### src/rtl/match_scorer.sv
// match_scorer: grades serialized match timing errors and keeps score, combo and multiplier.
// Optional max-combo tracking is built when MATCH_SCORER_MAX_COMBO_EN is defined.
module match_scorer #(
    parameter logic [15:0] PERFECT_WIN = 16'd20,
    parameter logic [15:0] GOOD_WIN    = 16'd50,
    parameter logic [15:0] OK_WIN      = 16'd100,
    parameter logic [7:0]  PTS_PERFECT = 8'd50,
    parameter logic [7:0]  PTS_GOOD    = 8'd30,
    parameter logic [7:0]  PTS_OK      = 8'd10
) (
    input  logic        clk,
    input  logic        rst_n,
    input  logic        match_en,
    input  logic [15:0] match_dt,
    input  logic        miss_en,
    output logic [23:0] score,
    output logic [9:0]  combo,
    output logic [2:0]  multiplier,
    output logic [1:0]  grade,
    output logic        grade_valid,
    output logic [9:0]  max_combo
);

    typedef enum logic [1:0] {
        GR_MISS    = 2'd0,
        GR_OK      = 2'd1,
        GR_GOOD    = 2'd2,
        GR_PERFECT = 2'd3
    } grade_t;

    function automatic grade_t classify(input logic [15:0] a);
        if (a <= PERFECT_WIN)   return GR_PERFECT;
        else if (a <= GOOD_WIN) return GR_GOOD;
        else if (a <= OK_WIN)   return GR_OK;
        else                    return GR_MISS;
    endfunction

    logic [15:0] abs_in;
    logic [15:0] abs_dt;
    logic        s1_hit_v;
    logic        s1_miss_v;
    grade_t      cls_grade;
    logic        hit_v;
    logic        miss_v;

    logic        hit;
    logic [7:0]  base_pts;
    logic [10:0] product;
    logic [24:0] sum;
    logic [23:0] score_next;
    logic [9:0]  combo_next;

    // -32768 has no positive counterpart in 16 bits, so it clamps to 32767.
    always_comb begin
        abs_in = match_dt;
        if (match_dt[15]) begin
            abs_in = (match_dt == 16'h8000) ? 16'h7FFF : 16'(-match_dt);
        end
    end

    always_comb begin
        if (combo >= 10'd30)      multiplier = 3'd4;
        else if (combo >= 10'd20) multiplier = 3'd3;
        else if (combo >= 10'd10) multiplier = 3'd2;
        else                      multiplier = 3'd1;
    end

    always_comb begin
        hit        = hit_v && (cls_grade != GR_MISS);
        base_pts   = 8'd0;
        case (cls_grade)
            GR_PERFECT: base_pts = PTS_PERFECT;
            GR_GOOD:    base_pts = PTS_GOOD;
            GR_OK:      base_pts = PTS_OK;
            default:    base_pts = 8'd0;
        endcase
        product    = 11'(base_pts) * 11'(multiplier);
        sum        = {1'b0, score} + 25'(product);
        score_next = score;
        combo_next = combo;
        if (hit) begin
            score_next = sum[24] ? '1 : sum[23:0];
            combo_next = (combo == 10'd1023) ? combo : combo + 10'd1;
        end
        // A simultaneous miss still lets the hit score, then breaks the combo.
        if ((hit_v && !hit) || miss_v) begin
            combo_next = '0;
        end
    end

    // Three register layers: capture |dt|, register grade and strobes, accumulate.
    always_ff @(posedge clk) begin
        if (!rst_n) begin
            abs_dt      <= '0;
            s1_hit_v    <= 1'b0;
            s1_miss_v   <= 1'b0;
            cls_grade   <= GR_MISS;
            hit_v       <= 1'b0;
            miss_v      <= 1'b0;
            score       <= '0;
            combo       <= '0;
            grade       <= '0;
            grade_valid <= 1'b0;
        end else begin
            abs_dt      <= abs_in;
            s1_hit_v    <= match_en;
            s1_miss_v   <= miss_en;
            cls_grade   <= classify(abs_dt);
            hit_v       <= s1_hit_v;
            miss_v      <= s1_miss_v;
            score       <= score_next;
            combo       <= combo_next;
            grade_valid <= hit_v || miss_v;
            if (hit_v) begin
                grade <= cls_grade;
            end else if (miss_v) begin
                grade <= GR_MISS;
            end
        end
    end

`ifdef MATCH_SCORER_MAX_COMBO_EN
    logic [9:0] max_q;

    always_ff @(posedge clk) begin
        if (!rst_n) begin
            max_q <= '0;
        end else if (combo_next > max_q) begin
            max_q <= combo_next;
        end
    end

    assign max_combo = max_q;
`else
    assign max_combo = 10'd0;
`endif

endmodule

### config.mk
export PLATFORM = sky130hd
export DESIGN_NAME = match_scorer
export DESIGN_NICKNAME = d
export VERILOG_FILES = /design/src/rtl/match_scorer.sv
export SDC_FILE = /design/constraint.sdc
export NUM_CORES = 1
export LEC_CHECK = 0
export ABC_AREA = 0
export ABC_CLOCK_PERIOD_IN_PS = 3600
export BUFFER_PORTS_ARGS = -buffer_cell sky130_fd_sc_hd__buf_2
export CORE_ASPECT_RATIO = 0.8
export CORE_UTILIZATION = 52
export CTS_BUF_LIST = sky130_fd_sc_hd__clkbuf_4 sky130_fd_sc_hd__clkbuf_8
export CTS_CLUSTER_DIAMETER = 50
export DETAILED_ROUTE_END_ITERATION = 6
export MAX_ROUTING_LAYER = met4
export PLACE_DENSITY = 0.79
export SETUP_SLACK_MARGIN = 0.2
export SLEW_MARGIN = 15
export SYNTH_ARGS = -nofsm -noshare
export SYNTH_HDL_FRONTEND = slang
export SYNTH_SLANG_ARGS = --single-unit
### constraint.sdc
create_clock -name clk -period 3.6 [get_ports clk]
set_input_delay 0 -clock clk [delete_from_list [all_inputs] [get_ports clk]]
set_output_delay 0 -clock clk [all_outputs]
set_load 0.02 [all_outputs]
== After elaboration in Yosys (flattened, before gate mapping) ==
Index checks and enable logic that the tools add are counted.
Operators by class
  bitwise operators: 3
  $mul: 1
  equality and inequality tests: 5
  multiplexer cells: 12
  $add $sub $neg: 3
  $lt $le $gt $ge: 6
  reduce and logical (&&, ||, !) cells: 10
Operator list (number)
  $mux W15: 2
  $add A24 B11 Y25: 1
  $mux W24: 1
  $ge A10 B5 Y1 const B: 2
  $pmux W6 S3: 1
  $eq A16 B16 Y1 const B: 1
  $le A16 B5 Y1 const B: 1
  $le A16 B6 Y1 const B: 1
  $le A16 B7 Y1 const B: 1
  $neg A16 Y16: 1
  $mux W2: 6
  $mul A8 B3 Y11: 1
  $add A10 B1 Y10 const B: 1
  $eq A10 B10 Y1 const B: 1
  $ge A10 B4 Y1 const B: 1
  $eq A2 B2 Y1 const B: 2
  $reduce_bool A2 Y1: 2
  $mux W3: 1
  $not A1 Y1: 3
  $reduce_or A3 Y1: 1
  $eq A2 B1 Y1 const B: 1
  $logic_and A1 B1 Y1: 2
  $logic_or A1 B1 Y1: 2
  $reduce_and A2 Y1: 1
  3 further kinds: 3
Word-level totals
  word-level logic and storage cells: 51
  output and inout bits: 50
  register bits: 59

== Depth between registers and ports, before layout ==
Gate-level depths: netlist of the first run.
  depth after elaboration: 7
  depth in mapped cells: 18

== Worst setup path before layout of the first run ==
No wires, ideal clock.
  path type: register -> register
  from: register combo[0]
  to: register score[20]
  slack: -0.747 ns
  buffers on the path: 1
  cell stages (with the launch flop): 16
  data required time: 3.484 ns
  period minus slack after synthesis: 4.347 ns
  arrival: 4.230 ns
  setup time: 0.116 ns
  path through: dfxtp_1 > inv_1 > ha_1 > o21ai_1 > nand3_1 > buf_2 > nor2_1 > nand2_1 > fa_1 > fa_1 > fa_1 > nand2b_1 > a21oi_1 > o311ai_1 > or4_1 > o211a_1
On the way
  elaborated cells between the ends (all ways): 9
RTL lines
  start, declared: line 17  | output logic [9:0] combo,
  start signal, assigned: line 112  | combo <= combo_next;
  $ge A10 B5 Y1: line 62  | if (combo >= 10'd30) multiplier = 3'd4;
  $mux W3: line 62
  named net multiplier[2]: line 18  | output logic [2:0] multiplier,
  $mul A8 B3 Y11: line 77  | product = 11'(base_pts) * 11'(multiplier);
  $add A24 B11 Y25: line 78  | sum = {1'b0, score} + 25'(product);
  $mux W24: line 82  | score_next = sum[24] ? '1 : sum[23:0];
  end signal, assigned: line 111  | score <= score_next;
  end, declared: line 16  | output logic [23:0] score,
The timed path passes the listed nets, and every way through them passes these cells.
A chain may end at the register's enable or synchronous reset.

== Worst setup path in the final report of the first run ==
  from: register cls_grade[1]
  to: register score[6]
On the way
  word-level cells in the longest chain between the ends: 5
  elaborated cells between the ends (all ways): 9
RTL lines
  start, declared: line 42  | grade_t cls_grade;
  start signal, assigned: line 108  | cls_grade <= classify(abs_dt);
  $eq A2 B1 Y1 / $eq A2 B2 Y1 (equally long branches): line 71  | case (cls_grade)
  $pmux W6 S3: line 71
  $mul A8 B3 Y11: line 77
  $add A24 B11 Y25: line 78
  $mux W24: line 82
Parallel ways exist; a longest one is shown, timed or not.

==> summary.txt, run 1 <==
fin crit share: 1.085
Core Box Area: 6571 µm²
DRC: 0
Post-DP HPWL: 6544 µm
htree depth: 3
hold path depth: 3
drt via density: 5.861
top-count cell post-synth: dfxtp_1
1st-pass router iterations: 6
Mapped Area: 3623 µm²
R2R depth: 15
worst endpoint required time: 3.84 ns
leakage: 0.002057 µW
maxcap violations: 0
Final Hold Fails: 0
Non-Filler Instances: 606
vias in the first global route: 3,448
Starting Density: 0.5514
post-placement cell count: 573
post-synthesis compound-gate area fraction: 0.2137
Synth Flop Type: dfxtp_1
slew margin rel.: 0.5661
Die Height: 76.66 µm
async set-reset flop share out of synthesis: 0
layout cells sized above 1: 0.3774
Seq cells post-synth: 59
RSZ-0062 raised after global routing: yes
CTS buffer count: 9
failing checks: setup timing
fin. max-slew vios: 0
I/O pin cnt: 70
root buf cell: clkbuf_8
total gr overflow: 0
WL final: 10,870 µm
clk_lat worst skew: 0.34 ns
Adder-Cell Fraction of Synth Area: 0.1119
Worst Path Max Fanout: 8
syn avg cell area: 8.795 µm²
initial drt markers: 220
row count: 26
post-synthesis mux area share: 0.01001
critical path type: reg2reg
Seq/Total Area, Yosys: 0.3260
WHS Endpoint: abs_dt[1]$_SDFF_PN0_
largest area contributor in the netlist: dfxtp_1
DR WL/cell: 17.94 µm
Post-synth EDFFs: 0
combinational family with the most area after synthesis: compound AO/OA/AOI/OAI gates
Synth warnings: 0
number of antenna violations at the first check in global routing: 0
largest net degree at the start of global routing: 36
reg2reg start: cls_grade[1]$_SDFF_PN0_
filler cell count: 467
synth unique cells: 65
Worst-path clk slew: 0.06 ns
IO Port Bufs: 59
antenna cells: 0
Worst Tran Pin Value: 0.6449 ns
Tot GR Track Use: 0.3014
nets: 566
Area Overhead vs Synth: 34.84%
area post-placement: 4335 µm²
Max Clk Rate: 256.0 MHz
flop2flop setup slack: -0.31 ns
Tot Pwr: 1383 µW
CTS tree: done
reg2reg end: score[6]$_SDFFE_PN0P_
CP startpoint kind: register
CP Data Arrival Time: 4.15 ns
DIE AREA: 7308 µm²
CTS sink cnt: 59
PwrDens: 283.1 nW/µm²
Setup-failing EPs final: 24
worst ir drop on vdd: 0.1750 mV
Synth Area in Simple Gates: 0.1792
Commonest cells post-synth: dfxtp_1, a21oi_1, inv_1, nand2_1, nor2_1
top cells by area, synth: dfxtp_1, ha_1, a21oi_1, fa_1, xor2_1
Hold Crit Start: match_dt[1]
Final min period: 3.906 ns
Worst Hold Class: in2reg
Detail Route Antenna Nets: 0
clock buffer depth: 2
global placer's final weighted congestion: 0.8891
critical path capture point type: register
clock skew: 0.007015 ns
Post-Route Setup TNS: -5.498 ns
Hold WS: 0.02096 ns
Cells after Synth: 412
first-pass GRT wire length: 16,300 µm
Setup WS post-layout: -0.3064 ns
XOR/XNOR Fraction of Synth Area: 0.07010
Via Count: 3,552
Die Width: 95.33 µm
Synth top area share: 0.3260
outcome: finished with violations
final instance area: 4886 µm²
-- registers in the layout (all words and copies together), names as in the netlist --
signal / cells
grade: 2
score: 24
s1_miss_v: 1
abs_dt: 16
combo: 10
miss_v: 1
cls_grade: 2
hit_v: 1
grade_valid: 1
s1_hit_v: 1
-- layer usage --
metal,up-vias,part of all wire,global-route usage
met1,1642,0.39,0.3422
met2,216,0.49,0.4857
met4,0,0.039,0.1409
met5,-,0,-
met3,52,0.083,0.08532
li1,1642,-,-
-- cell type report --
| class | count | area [µm²] | share of cell area |
|---|---|---|---|
| Tap cell | 84 | 105.1 | 0.02151 |
| Inverter | 39 | 148.9 | 0.03047 |
| Multi-Input combinational cell | 294 | 2485 | 0.5086 |
| Clock inverter | 4 | 45.04 | 0.009219 |
| Sequential cell | 59 | 1199 | 0.2453 |
| Timing Repair Buffer | 116 | 772.0 | 0.1580 |
| Clock buffer | 10 | 131.4 | 0.02689 |
-- power by group --
part	switching [µW]	internal [µW]
logic	79.7	56.3
registers	8.47	669
clock network	254	316
total	343	1040
-- logic make-up after synthesis --
group | after synthesis
DFF | 59
xor gates and xnor gates | 29
adders and majority gates | 27
and+or+nand+nor | 119
other | 1
AOI/OAI and AO/OA | 106
buffers and inverters | 68
muxes | 3
-- what timing repair did --
| item | in CTS | in global routing |
|---|---|---|
| setup endpoints to repair | 24 | 24 |
| setup buffers | 8 | 2 |
| hold buffers | 9 | 0 |
| endpoints found under the hold margin | 9 | 0 |
| pin swaps | 8 | 3 |
| gates resized for setup | 26 | 12 |
-- worst max path at each step --
| stage | from | to | slack, ns | cells after the start |
|---|---|---|---|---|
| 3_3_place_gp | combo[6]$_SDFFE_PP0P_ | score[23]$_SDFFE_PN0P_ | -0.05 | 15 |
| 3_5_place_dp | combo[0]$_SDFFE_PP0P_ | score[12]$_SDFFE_PN0P_ | -0.18 | 16 |
| 6_report | cls_grade[1]$_SDFF_PN0_ | score[6]$_SDFFE_PN0P_ | -0.31 | 15 |
| 5_1_grt | combo[0]$_SDFFE_PP0P_ | score[20]$_SDFFE_PN0P_ | -0.36 | 15 |
| 2_1_floorplan | combo[2]$_SDFFE_PP0P_ | score[20]$_SDFFE_PN0P_ | 0.02 | 15 |
| 4_1_cts | combo[0]$_SDFFE_PP0P_ | score[20]$_SDFFE_PN0P_ | -0.07 | 14 |
-- through the flow --
stage | worst slack, ns | util
final | -0.3064 | 0.7435
after global routing | -0.3560 | 0.7435
after CTS | -0.06936 | 0.7327
after detailed placement | -0.1805 | 0.6597
after global placement | -0.04760 | 0.6597
after floorplan | 0.02064 | -
-- worst max-delay path, stage by stage (launching register included) --
cell and delay [ns]:
dfxtp_1 0.34, buf_4 0.15, ha_1 0.17, o21bai_1 0.37, a211oi_2 0.11, fa_1 0.57
inv_2 0.06, fa_1 0.52, inv_2 0.05, ha_4 0.28, nand4_1 0.18, a21oi_4 0.23
buf_4 0.16, nor3_4 0.04, o21a_4 0.30, a221oi_2 0.28
-- cell usage in the layout (no fill, tap or decap), types with 10 or more instances in the layout --
| master | netlist | final |
|---|---|---|
| dfxtp_1 | 59 | 51 |
| buf_4 | 14 | 41 |
| inv_1 | 38 | 33 |
| o21ai_0 | 10 | 10 |
| nor2_1 | 24 | 22 |
| nand2_1 | 24 | 23 |
| ha_1 | 18 | 10 |
| buf_2 | 3 | 59 |
| conb_1 | 1 | 10 |
| a21oi_1 | 39 | 36 |
| xor2_1 | 19 | 18 |
| xnor2_1 | 10 | 10 |
(Power assumes the default switching activity.)
==> inputs of run 2 (changes only) <==
--- a/config.mk
+++ b/config.mk
@@ -9,10 +9,12 @@
 export ABC_CLOCK_PERIOD_IN_PS = 3600
 export BUFFER_PORTS_ARGS = -buffer_cell sky130_fd_sc_hd__buf_2
 export CORE_ASPECT_RATIO = 0.8
+export CORE_MARGIN = 2
 export CORE_UTILIZATION = 52
 export CTS_BUF_LIST = sky130_fd_sc_hd__clkbuf_4 sky130_fd_sc_hd__clkbuf_8
 export CTS_CLUSTER_DIAMETER = 50
 export DETAILED_ROUTE_END_ITERATION = 6
+export HOLD_SLACK_MARGIN = 0.1
 export MAX_ROUTING_LAYER = met4
 export PLACE_DENSITY = 0.79
 export SETUP_SLACK_MARGIN = 0.2
==> summary.txt, run 2 (synthesized netlist as in run 1, its figures left out) <==
slowest CP cell: fa_1
Worst Path Max Fanout: 5
worst ir drop on vdd: 0.1925 mV
clock buffer depth: 2
layout cells sized above 1: 0.3905
clock skew: 0.009153 ns
total gr overflow: 0
Hold Crit Start: match_dt[15]
RSZ-0062 raised after global routing: yes
Critical path origin: combo[4]$_SDFFE_PP0P_
slew margin rel.: 0.5386
clock power share: 0.458
sequential share of power: 0.444
CTS sink cnt: 59
DIE AREA: 7656 µm²
Detail Route Antenna Nets: 0
clk_lat worst skew: 0.36 ns
Worst-path clk slew: 0.07 ns
switch share: 0.2413
Worst Hold Class: in2reg
reg2reg start: combo[4]$_SDFFE_PP0P_
Starting Density: 0.5310
I/O pin cnt: 70
PwrDens: 291.6 nW/µm²
Setup WS post-layout: -0.3295 ns
maxcap violations: 0
fin. max-slew vios: 0
filler cell count: 412
first-pass GRT wire length: 16,480 µm
nets: 591
initial drt markers: 318
Tot GR Track Use: 0.2786
DR WL/cell: 18.36 µm
Via Count: 3,769
antenna cells: 0
Setup-failing EPs final: 24
vias in the first global route: 3,507
failing checks: setup timing
commonest non-fill, non-tap cell in the layout: buf_2
IO Port Bufs: 59
leakage: 0.002189 µW
Worst Tran Pin Value: 0.6858 ns
htree depth: 3
drt via density: 5.935
Die Width: 97.33 µm
outcome: finished with violations
Max Clk Rate: 254.5 MHz
global placer's final weighted congestion: 0.9201
Setup WS pre-CTS: -0.2475 ns
CP startpoint kind: register
DRC: 0
row count: 27
1st-pass router iterations: 5
critical path capture point type: register
number of antenna violations at the first check in global routing: 0
crit-path max cell delay: 0.54 ns
Core Box Area: 6824 µm²
Final min period: 3.930 ns
Post-DP HPWL: 6114 µm
Largest register FFs: 24
root buf cell: clkbuf_8
CTS tree: done
leading registers by flop count: score (24), abs_dt (16), combo (10)
Sw Pwr: 368.6 µW
Area Overhead vs Synth: 44.54%
critical-path cell list: buf_4, inv_1, a21oi_2, o221a_2, nor2_4, and2_4, fa_1, inv_1, fa_1, inv_2, ha_4, nand4_1, a21oi_4, o311ai_4, buf_4, or4_1, o211a_1
CTS buffer count: 9
Die Height: 78.66 µm
WL final: 11,660 µm
Logic pwr share: 0.098
final instance area: 5238 µm²
Hold WS: 0.1555 ns
CP Data Arrival Time: 4.18 ns
Final Hold Fails: 0
critical path type: reg2reg
largest net degree at the start of global routing: 36
area post-placement: 4367 µm²
Int Pwr: 1159 µW
Biggest register: score
most frequent cells in the layout: buf_2, dfxtp_1, buf_4
worst endpoint required time: 3.85 ns
fin crit share: 1.092
## run 2: cell types whose count changed in the layout (fill, tap and decap cells not counted), moves of 2 or more
cell and change:
a211oi_2 -4, a211oi_4 +4, a21oi_1 -5, a21oi_2 +4, buf_4 +7, buf_6 +2, clkbuf_8 +2, clkinv_2 -2
dlygate4sd3_1 +15, ha_1 +2, nor3_2 +2
## run 2: repair_timing
action / 4_1_cts / 5_1_grt
hold endpoints to repair: 27 / 0
buffers inserted: 11 / 7
hold buffers: 24 / 0
endpoints found under the setup margin: 24 / 24
pin swaps: 14 / 29
gates resized for setup: 26 / 27
## run 2: final cells by class
| type | count | area, µm² | share of cell area |
|---|---|---|---|
| Sequential cell | 59 | 1200 | 0.2291 |
| Multi-Input combinational cell | 294 | 2540 | 0.4850 |
| Tap cell | 87 | 108.9 | 0.02078 |
| Clock inverter | 4 | 73.82 | 0.01409 |
| Timing Repair Buffer | 141 | 1017 | 0.1942 |
| Clock buffer | 11 | 151.4 | 0.02891 |
| Inverter | 39 | 146.4 | 0.02795 |
## run 2: worst paths after layout
kind / to / slack (ns) / cells past startpoint
max reg2reg: score[20]$_SDFFE_PN0P_ / -0.33 / 17
min reg2reg: miss_v$_SDFF_PN0_ / 0.44 / 1
max: score[20]$_SDFFE_PN0P_ / -0.33 / 17
min: abs_dt[1]$_SDFF_PN0_ / 0.16 / 3
## run 2: power by group through the flow
stage	sequential [µW]	combinational, µW	clock [µW]
floorplan	692	85.7	0
global placement	691	115	0
detailed placement	692	119	0
CTS	678	140	696
global route	679	163	726
finish	678	150	700
## run 2: metal layers
| metal | vias to the layer above | share of wire | global-route usage |
|---|---|---|---|
| met5 | - | 0 | - |
| met4 | 0 | 0.060 | 0.1347 |
| met3 | 86 | 0.091 | 0.07302 |
| met2 | 251 | 0.49 | 0.4806 |
| met1 | 1744 | 0.36 | 0.3028 |
| li1 | 1688 | - | - |
## run 2: critical path: cells and delay by family, from the launching register on
family                   cells  cell delay (ns)
AO/OA/AOI/OAI                5             0.89
adder cells (fa/ha/maj)      3             1.29
flip-flops                   1             0.38
AND/OR/NAND/NOR              4             0.75
buffers and inverters        5             0.53
## run 2: per-stage QoR
step / total power [µW] / std cells / utilization / setup TNS (ns)
CTS: 1513 / 628 / 0.7406 / -1.360
finish: 1527 / 635 / 0.7675 / -5.248
detailed placement: 810.4 / 578 / 0.6399 / -1.460
global route: 1568 / 635 / 0.7675 / -7.501
global placement: 806.0 / 578 / 0.6399 / -0.4158
floorplan: 777.4 / 421 / - / 0
==> inputs of run 3 (changes only) <==
--- a/config.mk
+++ b/config.mk
@@ -14,6 +14,7 @@
 export CTS_BUF_LIST = sky130_fd_sc_hd__clkbuf_4 sky130_fd_sc_hd__clkbuf_8
 export CTS_CLUSTER_DIAMETER = 50
 export DETAILED_ROUTE_END_ITERATION = 6
+export GPL_TIMING_DRIVEN = 0
 export HOLD_SLACK_MARGIN = 0.1
 export MAX_ROUTING_LAYER = met4
 export PLACE_DENSITY = 0.79
==> summary.txt, run 3 (synthesized netlist as in run 1, its figures left out) <==
outcome: finished with violations
failing checks: setup timing
fin. max-slew vios: 0
htree depth: 3
maxcap violations: 0
worst ir drop on vdd: 0.1716 mV
layout cells sized above 1: 0.3641
Setup WS post-layout: -0.1731 ns
Int Pwr: 1233 µW
switch share: 0.2206
initial drt markers: 172
root buf cell: clkbuf_8
clk_lat worst skew: 0.34 ns
number of antenna violations at the first check in global routing: 0
Area Overhead vs Synth: 41.54%
Biggest register: score
Final min period: 3.773 ns
flop2flop setup slack: -0.17 ns
CP Data Arrival Time: 4.01 ns
CTS tree: done
slew margin rel.: 0.4680
antenna cells: 0
1st-pass router iterations: 4
Final Hold Fails: 0
met2 usage: 0.4403
vias in the first global route: 3,336
drt via density: 5.490
Max Clk Rate: 265.0 MHz
Worst Hold Class: in2reg
DRC: 0
Logic pwr share: 0.097
CTS buffer count: 9
Worst Path Max Fanout: 5
Die Height: 78.66 µm
critical path capture point type: register
first-pass GRT wire length: 15,490 µm
commonest non-fill, non-tap cell in the layout: buf_2
Worst-path clk slew: 0.07 ns
DIE AREA: 7656 µm²
Post-Route Setup TNS: -2.149 ns
fin crit share: 1.048
Largest register FFs: 24
GR Layer Usage met3: 0.06322
clock power share: 0.476
Post-DP HPWL: 6318 µm
Worst Tran Pin Value: 0.7981 ns
GR Util met1: 0.3059
leading registers by flop count: score (24), abs_dt (16), combo (10)
DR WL/cell: 15.15 µm
I/O pin cnt: 70
Die Width: 97.33 µm
Starting Density: 0.5310
Sw Pwr: 348.8 µW
IO Port Bufs: 58
GRT Max-Usage Layer: met2
CTS sink cnt: 59
most frequent cells in the layout: buf_2, dfxtp_1, inv_1
nets: 583
Setup-failing EPs final: 24
total gr overflow: 0
final core utilization: 0.7516
WL final: 9516 µm
clock buffer depth: 2
CP startpoint kind: register
leakage: 0.002128 µW
RSZ-0062 raised after global routing: yes
clock skew: 0.007845 ns
global placer's final weighted congestion: 0.8952
PwrDens: 308.4 nW/µm²
row count: 27
Via Count: 3,448
Detail Route Antenna Nets: 0
Tot GR Track Use: 0.2589
sequential share of power: 0.427
critical path type: reg2reg
Core Box Area: 6824 µm²
largest net degree at the start of global routing: 11
worst endpoint required time: 3.83 ns
Tot Pwr: 1581 µW
==> run 3: metal layers <==
| layer | share of wire | routed length (µm) |
|---|---|---|
| met2 | 0.50 | 4735 |
| met1 | 0.43 | 4099 |
| met5 | 0 | 0 |
| met3 | 0.052 | 495 |
| met4 | 0.020 | 186 |
==> run 3: worst max-delay path: stages, from the launching register on <==
cell and delay [ns]:
dfxtp_4 0.38, inv_4 0.04, ha_4 0.15, o21ai_2 0.14
nand3_2 0.15, buf_6 0.18, nor2_4 0.12, nand2_2 0.07
fa_1 0.52, fa_2 0.47, fa_2 0.36, nand2b_4 0.16
a21oi_4 0.19, o311ai_4 0.14, or4_1 0.45, o211a_1 0.14
==> run 3: layout make-up <==
| type | count | area [µm²] |
|---|---|---|
| plain buffers | 29 | 221.5 |
| clock buffers | 12 | 152.6 |
| clock inverters | 4 | 97.59 |
| fillers | 476 | 1695 |
| inverters | 39 | 148.9 |
| multi-input cells | 294 | 2480 |
| flip-flops and latches | 59 | 1201 |
| well taps | 87 | 108.9 |
| repair buffers | 104 | 718.2 |
==> run 3: through the flow <==
stage	instance area, µm²	std cells	setup WS, ns	hold slack (ns)
after floorplan	3865	421	0.02064	0.1073
after global placement	4264	566	-0.1097	0.2301
after detailed placement	4264	566	-0.1383	0.2307
after CTS	5021	624	-0.1259	0.1006
after global routing	5129	628	-0.3048	0.1189
final	5129	628	-0.1731	0.1091
==> run 3: timing repair <==
action | in CTS | in global routing
pin swaps | 19 | 13
gates resized for setup | 29 | 20
cloned | 2 | 0
hold buffers | 22 | 0
buffers inserted | 18 | 4
setup endpoints to repair | 24 | 24
hold endpoints to repair | 21 | 0
==> run 3: final timing paths <==
path / endpoint / depth (start not counted) / from
max: score[20]$_SDFFE_PN0P_ / 15 / combo[0]$_SDFFE_PP0P_
max reg2reg: score[20]$_SDFFE_PN0P_ / 15 / combo[0]$_SDFFE_PP0P_
min reg2reg: miss_v$_SDFF_PN0_ / 1 / s1_miss_v$_SDFF_PN0_
min: abs_dt[10]$_SDFF_PN0_ / 3 / match_dt[15]
==> run 3: power by group through the flow <==
stage          Sequential, µW  Combinational [µW]  Clock [µW]
5_1_grt                   677                 168         795
3_5_place_dp              691                 127           0
6_report                  676                 153         752
3_3_place_gp              690                 123           0
4_1_cts                   676                 149         763
2_1_floorplan             692                85.7           0
